`config.mk`:
```
export PLATFORM = sky130hd
export DESIGN_NAME = frame_write_ctrl_flat
export DESIGN_NICKNAME = d
export VERILOG_FILES = /design/src/rtl/frame_write_pkg.sv /design/src/rtl/frame_write_ctrl_if.sv /design/src/rtl/frame_write_ctrl_burst_sizer.sv /design/src/rtl/frame_write_ctrl.sv /design/src/flat_wrapper.sv
export SDC_FILE = /design/constraint.sdc
export NUM_CORES = 1
export LEC_CHECK = 0
export ABC_CLOCK_PERIOD_IN_PS = 10950
export CAP_MARGIN = 25
export CORE_MARGIN = 2
export CORE_UTILIZATION = 52
export DETAILED_ROUTE_END_ITERATION = 6
export PLACE_DENSITY = 0.88
export SLEW_MARGIN = 10
export SYNTH_ARGS = -nofsm -noshare
export SYNTH_HDL_FRONTEND = slang
export SYNTH_SLANG_ARGS = --single-unit
```
`constraint.sdc`:
```
create_clock -name clk -period 10.95 [get_ports clk]
set_input_delay 2.19 -clock clk [delete_from_list [all_inputs] [get_ports clk]]
set_output_delay 2.19 -clock clk [all_outputs]
set_load 0.005 [all_outputs]
```
`src/rtl/frame_write_pkg.sv`:
```
// frame_write_pkg: shared types and constants for the frame write path.
//   state_t    : controller FSM states
//   RESP_OKAY  : write response code for a successful burst
//   WORD_BYTES : bytes per 64-bit stream word
package frame_write_pkg;

  typedef enum logic [2:0] {
    S_IDLE,
    S_WAIT,
    S_ADDR,
    S_DATA,
    S_RESP,
    S_NEXT
  } state_t;

  localparam logic [1:0] RESP_OKAY  = 2'b00;
  localparam int         WORD_BYTES = 8;

endpackage

```
`src/rtl/frame_write_ctrl_if.sv`:
```
// frame_write_ctrl_if: memory write port (address, data and response channels).
//   master : burst issuer (drives aw*, w*, bready)
//   slave  : memory side (drives awready, wready, bvalid, bresp)
interface frame_write_ctrl_if #(
  parameter int ADDR_W = 32
);
  logic [ADDR_W-1:0] awaddr;
  logic [7:0]        awlen;
  logic              awvalid;
  logic              awready;
  logic [63:0]       wdata;
  logic              wvalid;
  logic              wlast;
  logic              wready;
  logic              bvalid;
  logic [1:0]        bresp;
  logic              bready;

  modport master (
    output awaddr, awlen, awvalid, wdata, wvalid, wlast, bready,
    input  awready, wready, bvalid, bresp
  );

  modport slave (
    input  awaddr, awlen, awvalid, wdata, wvalid, wlast, bready,
    output awready, wready, bvalid, bresp
  );
endinterface

```
`src/rtl/frame_write_ctrl_burst_sizer.sv`:
```
// burst_sizer: combinational sizing of the next burst.
//   remaining      : words still to write in the current frame
//   addr           : byte address of the next burst
//   beats          : min(remaining, BURST_LEN)
//   awlen          : beats-1 (bus encoding)
//   addr_next      : address after this burst (wraps modulo 2^ADDR_W)
//   remaining_next : words left after this burst
module burst_sizer
  import frame_write_pkg::*;
#(
  parameter int ADDR_W    = 32,
  parameter int WORDS_W   = 24,
  parameter int BURST_LEN = 16
) (
  input  logic [WORDS_W-1:0] remaining,
  input  logic [ADDR_W-1:0]  addr,
  output logic [8:0]         beats,
  output logic [7:0]         awlen,
  output logic [ADDR_W-1:0]  addr_next,
  output logic [WORDS_W-1:0] remaining_next
);

  localparam logic [WORDS_W-1:0] BURST_WORDS = WORDS_W'(BURST_LEN);

  always_comb begin
    if (remaining < BURST_WORDS) beats = remaining[8:0];
    else                         beats = 9'(BURST_LEN);
    awlen          = 8'(beats - 9'd1);
    remaining_next = remaining - WORDS_W'(beats);
    addr_next      = addr + ADDR_W'(beats) * ADDR_W'(WORD_BYTES);
  end

endmodule

```
`src/rtl/frame_write_ctrl.sv`:
```
// frame_write_ctrl: drains the 64-bit stream buffer into frame memory as
// fixed-length bursts, one outstanding at a time, rotating over NUM_BUFS
// frame buffers.
//   clk, rst                      : clock, asynchronous active-high reset
//   start, stop                   : begin capture / finish current frame then idle
//   frame_base, buf_stride,
//   frame_words                   : frame geometry, sampled at each frame start
//   fifo_dout/valid/level/ready   : stream buffer read side
//   mem                           : memory write port (master)
//   busy, frame_done, buf_idx,
//   error                         : status
module frame_write_ctrl
  import frame_write_pkg::*;
#(
  parameter int ADDR_W    = 32,
  parameter int WORDS_W   = 24,
  parameter int BURST_LEN = 16,
  parameter int NUM_BUFS  = 2,
  parameter int LEVEL_W   = 11,
  localparam int BUF_W    = (NUM_BUFS > 1) ? $clog2(NUM_BUFS) : 1
) (
  input  logic                clk,
  input  logic                rst,
  input  logic                start,
  input  logic                stop,
  input  logic [ADDR_W-1:0]   frame_base,
  input  logic [ADDR_W-1:0]   buf_stride,
  input  logic [WORDS_W-1:0]  frame_words,
  input  logic [63:0]         fifo_dout,
  input  logic                fifo_valid,
  input  logic [LEVEL_W-1:0]  fifo_level,
  output logic                fifo_ready,
  frame_write_ctrl_if.master  mem,
  output logic                busy,
  output logic                frame_done,
  output logic [BUF_W-1:0]    buf_idx,
  output logic                error
);

  state_t             state;
  logic [WORDS_W-1:0] remaining;
  logic [ADDR_W-1:0]  addr;
  logic [7:0]         beat_cnt;
  logic               stop_flag;
  logic               error_r;
  logic [BUF_W-1:0]   buf_idx_r;
  logic               frame_done_r;
  logic               awvalid_r;
  logic [ADDR_W-1:0]  awaddr_r;
  logic [7:0]         awlen_r;
  logic               bready_r;

  logic [8:0]         sz_beats;
  logic [7:0]         sz_awlen;
  logic [ADDR_W-1:0]  sz_addr_next;
  logic [WORDS_W-1:0] sz_rem_next;

  logic               in_data;
  logic               beat_xfer;
  logic               last_beat;
  logic [BUF_W-1:0]   buf_next;

  burst_sizer #(
    .ADDR_W    (ADDR_W),
    .WORDS_W   (WORDS_W),
    .BURST_LEN (BURST_LEN)
  ) u_sizer (
    .remaining      (remaining),
    .addr           (addr),
    .beats          (sz_beats),
    .awlen          (sz_awlen),
    .addr_next      (sz_addr_next),
    .remaining_next (sz_rem_next)
  );

  function automatic logic [BUF_W-1:0] next_buf(input logic [BUF_W-1:0] cur);
    if (cur == BUF_W'(NUM_BUFS - 1)) return '0;
    return cur + BUF_W'(1);
  endfunction

  // Data beats pass straight through from the stream buffer; a burst is only
  // issued once the buffer holds all its words, so gaps here are brief.
  assign in_data    = (state == S_DATA);
  assign beat_xfer  = in_data & fifo_valid & mem.wready;
  assign last_beat  = in_data & (beat_cnt == awlen_r);
  assign buf_next   = next_buf(buf_idx_r);

  assign fifo_ready  = beat_xfer;
  assign mem.wvalid  = in_data & fifo_valid;
  assign mem.wdata   = fifo_dout;
  assign mem.wlast   = last_beat;
  assign mem.awvalid = awvalid_r;
  assign mem.awaddr  = awaddr_r;
  assign mem.awlen   = awlen_r;
  assign mem.bready  = bready_r;

  assign busy       = (state != S_IDLE);
  assign frame_done = frame_done_r;
  assign buf_idx    = buf_idx_r;
  assign error      = error_r;

  always_ff @(posedge clk or posedge rst) begin
    if (rst) begin
      state        <= S_IDLE;
      remaining    <= '0;
      addr         <= '0;
      beat_cnt     <= '0;
      stop_flag    <= 1'b0;
      error_r      <= 1'b0;
      buf_idx_r    <= '0;
      frame_done_r <= 1'b0;
      awvalid_r    <= 1'b0;
      awaddr_r     <= '0;
      awlen_r      <= '0;
      bready_r     <= 1'b0;
    end else begin
      frame_done_r <= 1'b0;
      // A stop request is remembered for the whole frame; the branches below
      // clear it whenever a new frame begins.
      if (state != S_IDLE && stop) stop_flag <= 1'b1;

      unique case (state)
        S_IDLE: begin
          if (start) begin
            if (frame_words == '0) begin
              error_r <= 1'b1;
            end else begin
              error_r   <= 1'b0;
              buf_idx_r <= '0;
              remaining <= frame_words;
              addr      <= frame_base;
              stop_flag <= 1'b0;
              state     <= S_WAIT;
            end
          end
        end

        S_WAIT: begin
          if (32'(fifo_level) >= 32'(sz_beats)) begin
            awaddr_r  <= addr;
            awlen_r   <= sz_awlen;
            awvalid_r <= 1'b1;
            state     <= S_ADDR;
          end
        end

        S_ADDR: begin
          if (mem.awready) begin
            awvalid_r <= 1'b0;
            beat_cnt  <= '0;
            state     <= S_DATA;
          end
        end

        S_DATA: begin
          if (beat_xfer) begin
            beat_cnt <= beat_cnt + 8'd1;
            if (last_beat) begin
              bready_r <= 1'b1;
              state    <= S_RESP;
            end
          end
        end

        S_RESP: begin
          if (mem.bvalid) begin
            bready_r  <= 1'b0;
            if (mem.bresp != RESP_OKAY) error_r <= 1'b1;
            remaining <= sz_rem_next;
            addr      <= sz_addr_next;
            if (sz_rem_next == '0) begin
              frame_done_r <= 1'b1;
              state        <= S_NEXT;
            end else begin
              state <= S_WAIT;
            end
          end
        end

        S_NEXT: begin
          buf_idx_r <= buf_next;
          // A stop arriving in this very cycle still ends capture here.
          if (stop_flag || stop) begin
            stop_flag <= 1'b0;
            state     <= S_IDLE;
          end else if (frame_words == '0) begin
            error_r <= 1'b1;
            state   <= S_IDLE;
          end else begin
            addr      <= frame_base + ADDR_W'(buf_next) * buf_stride;
            remaining <= frame_words;
            stop_flag <= 1'b0;
            state     <= S_WAIT;
          end
        end

        default: state <= S_IDLE;
      endcase
    end
  end

endmodule

```
`src/flat_wrapper.sv`:
```
// flat-port wrapper written by rule: the top's interface ports become plain ports
module frame_write_ctrl_flat import frame_write_pkg::*;
#(
  parameter int ADDR_W    = 32,
  parameter int WORDS_W   = 24,
  parameter int BURST_LEN = 16,
  parameter int NUM_BUFS  = 2,
  parameter int LEVEL_W   = 11,
  localparam int BUF_W    = (NUM_BUFS > 1) ? $clog2(NUM_BUFS) : 1
)
  (clk, rst, start, stop, frame_base, buf_stride, frame_words, fifo_dout, fifo_valid, fifo_level, fifo_ready, busy, frame_done, buf_idx, error, mem_awaddr, mem_awlen, mem_awvalid, mem_wdata, mem_wvalid, mem_wlast, mem_bready, mem_awready, mem_wready, mem_bvalid, mem_bresp);
  frame_write_ctrl_if #(.ADDR_W(ADDR_W)) mem_i ();
  input  logic clk;
  input  logic rst;
  input  logic start;
  input  logic stop;
  input  logic [ADDR_W-1:0] frame_base;
  input  logic [ADDR_W-1:0] buf_stride;
  input  logic [WORDS_W-1:0] frame_words;
  input  logic [63:0] fifo_dout;
  input  logic fifo_valid;
  input  logic [LEVEL_W-1:0] fifo_level;
  output logic fifo_ready;
  output logic busy;
  output logic frame_done;
  output logic [BUF_W-1:0] buf_idx;
  output logic error;
  output wire logic [$bits(mem_i.awaddr)-1:0] mem_awaddr;
  output wire logic [$bits(mem_i.awlen)-1:0] mem_awlen;
  output wire logic [$bits(mem_i.awvalid)-1:0] mem_awvalid;
  output wire logic [$bits(mem_i.wdata)-1:0] mem_wdata;
  output wire logic [$bits(mem_i.wvalid)-1:0] mem_wvalid;
  output wire logic [$bits(mem_i.wlast)-1:0] mem_wlast;
  output wire logic [$bits(mem_i.bready)-1:0] mem_bready;
  input wire logic [$bits(mem_i.awready)-1:0] mem_awready;
  input wire logic [$bits(mem_i.wready)-1:0] mem_wready;
  input wire logic [$bits(mem_i.bvalid)-1:0] mem_bvalid;
  input wire logic [$bits(mem_i.bresp)-1:0] mem_bresp;
  assign mem_awaddr = mem_i.awaddr;
  assign mem_awlen = mem_i.awlen;
  assign mem_awvalid = mem_i.awvalid;
  assign mem_wdata = mem_i.wdata;
  assign mem_wvalid = mem_i.wvalid;
  assign mem_wlast = mem_i.wlast;
  assign mem_bready = mem_i.bready;
  assign mem_i.awready = mem_awready;
  assign mem_i.wready = mem_wready;
  assign mem_i.bvalid = mem_bvalid;
  assign mem_i.bresp = mem_bresp;
  frame_write_ctrl #(.ADDR_W(ADDR_W), .WORDS_W(WORDS_W), .BURST_LEN(BURST_LEN), .NUM_BUFS(NUM_BUFS), .LEVEL_W(LEVEL_W)) u_core (.clk(clk), .rst(rst), .start(start), .stop(stop), .frame_base(frame_base), .buf_stride(buf_stride), .frame_words(frame_words), .fifo_dout(fifo_dout), .fifo_valid(fifo_valid), .fifo_level(fifo_level), .fifo_ready(fifo_ready), .mem(mem_i), .busy(busy), .frame_done(frame_done), .buf_idx(buf_idx), .error(error));
endmodule
```
* Word level (Yosys, flattened, before mapping)
Cells that the tools add are included.
** Cells by class
- Add/sub/neg operators :: 6
- Multiply operators :: 1
- Order comparisons :: 2
- Eq/ne operators :: 17
- Mux-type cells :: 54
- Bitwise operators :: 3
- Reduce and logical (&&, ||, !) cells :: 21
** Operators by type and width (count)
- two-way mux 32 bit :: 5
- two-way mux 24 bit :: 4
- case mux 32 bit (3 select lines) :: 1
- case mux 24 bit (3 select lines) :: 1
- zero test 24 bit :: 2
- adder 32 x 12 -> 32 bit :: 1
- adder 32 bit :: 1
- multiplier 1 x 32 -> 32 bit :: 1
- two-way mux 3 bit :: 9
- < comparator 24 x 5 -> 1 bit, second input constant :: 1
- two-way mux 1 bit :: 24
- subtractor 24 x 9 -> 24 bit :: 1
- case mux 3 bit (6 select lines) :: 1
- two-way mux 8 bit :: 2
- != test 2 bit, second input constant :: 8
- case mux 8 bit (2 select lines) :: 1
- AND reduction 6 bit :: 2
- greater-or-equal comparator 11 x 9 -> 1 bit :: 1
- nonzero test 2 bit :: 5
- two-way mux 9 bit :: 1
- AND reduction 3 bit :: 3
- adder 8 x 1 -> 8 bit, second input constant :: 1
- equality test 8 bit :: 1
- case mux 1 bit (2 select lines) :: 4
- 15 further kinds :: 23
** Word-level totals
- Register bits :: 113
- Input bits :: 173
- Output and inout bits :: 113
- Logic and storage cells :: 116

* Longest topological paths before layout
- Word-level depth :: 7
- Depth in mapped cells :: 17
- Mapped depth without buffers :: 14

* Cells and area by module
From an unflattened synthesis, not the netlist that was laid out.
** Second synthesis, totals
- Cells, all modules :: 1189
- Area, all modules :: 9983.3 µm²
** Modules (own cells, without submodules)
- frame_write_ctrl :: instances 1, cells an instance 938, area each 8247.9 µm², sequential area each 2827.7 µm²
- burst_sizer :: instances 1, cells an instance 251, area each 1735.4 µm², sequential area each 0.0 µm²

* Least setup slack after synthesis
Ideal clock, no wire load.
- Path type :: input -> register
- From :: input port buf_stride[0]
- To :: register u_core.addr[30]
- Setup time :: 0.118 ns
- Arrival :: 4.559 ns
- Required time :: 10.832 ns
- Setup slack :: 6.273 ns
- Cell stages on the path :: 11
- Path buffers :: 0
- Cell sequence :: nor2b_1 -> ha_1 -> fa_1 -> a211oi_2 -> o21ai_0 -> a211oi_2 -> a21oi_1 -> o41a_1 -> nor3_1 -> nand3_1 -> a21o_1
** On the way
- Cells in the longest elaborated chain, start to end :: 5
** RTL lines
- from (decl) :: RTL line flat_wrapper.sv:18 : input logic [ADDR_W-1:0] buf_stride;
- multiplier 1 x 32 -> 32 bit :: RTL line frame_write_ctrl.sv:190 : addr <= frame_base + ADDR_W'(buf_next) * buf_stride;
- adder 32 bit :: RTL line frame_write_ctrl.sv:190
- two-way mux 32 bit :: RTL line frame_write_ctrl.sv:186 : end else if (frame_words == '0) begin
- two-way mux 32 bit :: RTL line frame_write_ctrl.sv:183 : if (stop_flag || stop) begin
- case mux 32 bit (3 select lines) :: RTL line frame_write_ctrl.sv:122 : unique case (state)
- to (signal assigned) :: RTL line frame_write_ctrl.sv:131 : addr <= frame_base;
- to (signal assigned) :: RTL line frame_write_ctrl.sv:170 : addr <= sz_addr_next;
- to (signal assigned) :: RTL line frame_write_ctrl.sv:190
- to (decl) :: RTL line frame_write_ctrl.sv:42 : logic [ADDR_W-1:0] addr;
No other way between the ends. The select of a mux whose other input is x is not followed.
A chain may end at the register's enable or synchronous reset.

* Final worst setup path
- From :: input port fifo_valid
- To :: output port fifo_ready
** On the way
- Cells in the longest elaborated chain, start to end :: 2
** RTL lines
- from (decl) :: RTL line flat_wrapper.sv:21 : input logic fifo_valid;
- AND 1 bit (2 in a row) :: RTL line frame_write_ctrl.sv:84 : assign beat_xfer = in_data & fifo_valid & mem.wready;
- to (decl) :: RTL line flat_wrapper.sv:23 : output logic fifo_ready;
No other way between the ends.

==> impl_metrics.ini <==
[timing]
grt_setup_unrepaired = no
setup_violations = 0
finalClockSkew_ns = 0.0104
slew_violations = 0
finalWorstSetupSlack_ns = 5.27
maxSlewHeadroom = 0.372
min_period_over_period = 0.519
min_period_ns = 5.68
worstMarginPinSlew_ns = 0.918
tns_ns = 0
max_freq_mhz = 176
finalHoldViolCount = 0

[worst_setup_path]
arrival_ns = 3.49
crit_chain = clkdlybuf4s50_1, nand2_1, nor2_1, clkdlybuf4s50_1
rr_startpoint = u_core.remaining[5]
worstPathRequired_ns = 8.76
r2r_end = u_core.addr[29]
path_class = input pin to output port
end_kind = output port
start_kind = input pin
rr_worst_depth = 16
crit_path_frequent_cell = clkdlybuf4s50_1
critPathMaxFanout = 4
crit_buf_inv = 2
crit_path_top_delay_cell = clkdlybuf4s50_1
critical-path-top-delay-family = buffers and inverters
r2r_setup_slack_ns = 6.44
critical_path_depth = 4
critical-path-max-stage-delay_ns = 0.55

[floorplanning]
floorplan.initialDensity = 0.526
die_h_um = 138
core-area_um2 = 17800
io_pins = 286
fp.dieW_um = 138
rows = 49
dieArea_um2 = 19100

[synthesis]
synth-edff-count = 0
synthDistinctLibCells = 82
ys_top_cells_by_count = 113 x dfrtp_1, 110 x nand2_1, 98 x nor2_1
syn_area_um2 = 9340
ys_ff_latch = 113
syn_inst = 1127
synth.most_common_cell = dfrtp_1
synthTopCellsByArea = dfrtp_1 30%, ha_1 7.0%, buf_4 5.2%
yosysSeqAreaShare = 0.303
postSynthAreaPerCell_um2 = 8.29
yosysWarnings = 0
async_flop_share = 1.00
synth.top_cell.area_share = 0.303
yosysTopAreaCell = dfrtp_1
synth_flop_cell = dfrtp_1

[clock_tree]
cts_tree = built
cts_resized = 0
path_clk_slew_ns = 0.06
post_cts_buffers = 0
cts_buffers = 17
clkLatencyLatePin_ns = 0.42
cts_buffer_depth = 2
htreeDepth = 4
cts-root-buf = clkbuf_16
holdBufCountCts = 0
clkSinkCount = 113

[global_route]
gr-max-usage-layer = met2
grtUsageMet2 = 0.453
use_met1 = 0.354
grt_max_degree = 66
gr-usage-all-layers = 0.279
antenna_found_initial = 0
grt-ovfl-total = 0
grt_pass1_vias = 8673
grt_pass1_wl_um = 44000
use_met3 = 0.0672

[power]
vdd_drop_max_mv = 0.142
power.share.combinational = 0.481
power_frac_clock = 0.204
seq_power_share = 0.314
p_total_mw = 2.56
p_sw_frac = 0.425
internal_power_mw = 1.47
p_per_area_nw_per_um2 = 229
leakagePower_nw = 4.62
p_sw_mw = 1.09

[placed_design]
io_buffers = 157
place.gp.congestion = 0.997
place_inst = 1415
place_hpwl_um = 19400
dp_slack_ns = 5.26

[route]
dr.first_iter.drc_count = 970
dr.pass1.iters = 6
num_vias = 9050
ant_nets = 0
wl_per_cell_um = 18.7
viasPerCell = 6.25
drt-total-wl_um = 27000
drc = 0

[job]
cap_violations = 0

[worst_hold_path]
hp-class = flop to flop
hold_end = u_core.error
min_from = u_core.error
hold_path_depth = 1

[layout]
fillers = 1496
layout-drive-gt1-share = 0.0862
n_antenna_cell = 0
num-nets-final = 1432
final_cells = 1447
area_growth_pct = 19.8
fin_util = 0.630

[run_status]
run_status = finished, final reports clean
how the worst max path moves through the flow:
stage | start | end | slack [ns]
final | fifo_valid | fifo_ready | 5.27
after global routing | fifo_valid | fifo_ready | 5.20
after CTS | fifo_valid | fifo_ready | 5.26
after detailed placement | fifo_valid | fifo_ready | 5.26
after global placement | fifo_valid | fifo_ready | 5.28
after floorplan | rst | u_core.addr[0] | 5.77
power by group through the flow:
stage / sequential (mW) / clock (mW) / combinational (mW)
CTS: 0.799 / 0.528 / 1.22
floorplan: 0.736 / 0 / 0.869
global route: 0.827 / 0.545 / 1.35
global placement: 0.791 / 0 / 1.17
finish: 0.805 / 0.523 / 1.23
detailed placement: 0.803 / 0 / 1.21
per-layer routing:
metal | wire length, µm | vias to the layer above
met5 | 0 | -
met4 | 1190 | 0
met3 | 2350 | 95
met2 | 12800 | 497
met1 | 10700 | 4288
li1 | - | 4170
layout make-up:
class                      count  area, µm²  share of cell area
clock buffer                  19        453              0.0404
clock inverter                13        104             0.00927
inverter                      28        108             0.00961
multi-input combinational    875       5750               0.514
sequential                   113       2830               0.253
tap                          229        287              0.0256
timing repair buffer         170       1670               0.149
registers in the layout (all words and copies together) (netlist names), 3 cells and up:
register,flops
u_core.remaining,24
u_core.state,3
u_core.mem.awaddr,32
u_core.mem.awlen,8
u_core.beat_cnt,8
u_core.addr,32
layout by cell type (no fill, tap or decap), types with 6 or more instances in the layout:
cell | Yosys | final
a31oi_1 | 17 | 17
nor2_1 | 98 | 97
o21bai_1 | 8 | 8
o21a_1 | 6 | 6
ha_1 | 52 | 52
o31ai_1 | 13 | 13
nand2_1 | 110 | 110
a211oi_1 | 21 | 21
o22ai_1 | 15 | 15
nor3_1 | 20 | 19
o21ai_0 | 68 | 68
clkbuf_16 | 0 | 17
a21o_1 | 15 | 15
mux2i_1 | 9 | 9
o211ai_1 | 8 | 8
a21oi_1 | 96 | 96
or2_2 | 6 | 6
clkdlybuf4s50_1 | 0 | 157
buf_4 | 65 | 13
nor4_1 | 15 | 15
mux2_2 | 33 | 33
nor2b_1 | 37 | 37
xor2_1 | 16 | 16
inv_1 | 26 | 25
conb_1 | 2 | 9
nand3_1 | 30 | 30
nand4_1 | 14 | 14
and3_1 | 16 | 16
xnor2_1 | 38 | 38
dfrtp_1 | 113 | 113
and2_1 | 8 | 8
nand2b_1 | 10 | 10
metrics by stage:
| step | area (µm²) | hold slack (ns) |
|---|---|---|
| after global routing | 11200 | 0.526 |
| after CTS | 11200 | 0.508 |
| after detailed placement | 10600 | 0.494 |
| final | 11200 | 0.503 |
| after global placement | 10600 | 0.475 |
| after floorplan | 9370 | 0.470 |
cells by family (layout without fill, tap and decap cells):
kind of cell | count (synthesis) | after routing | share of synthesized area
compound gates | 323 | 323 | 0.222
other cells | 2 | 9 | 0.000804
flops | 113 | 113 | 0.303
mux | 42 | 42 | 0.0494
xor+xnor | 54 | 54 | 0.0506
fa+ha+maj | 54 | 54 | 0.0739
simple gates | 393 | 393 | 0.214
buf+inv | 146 | 230 | 0.0861
Note: power is estimated with default switching activity, not from simulation.
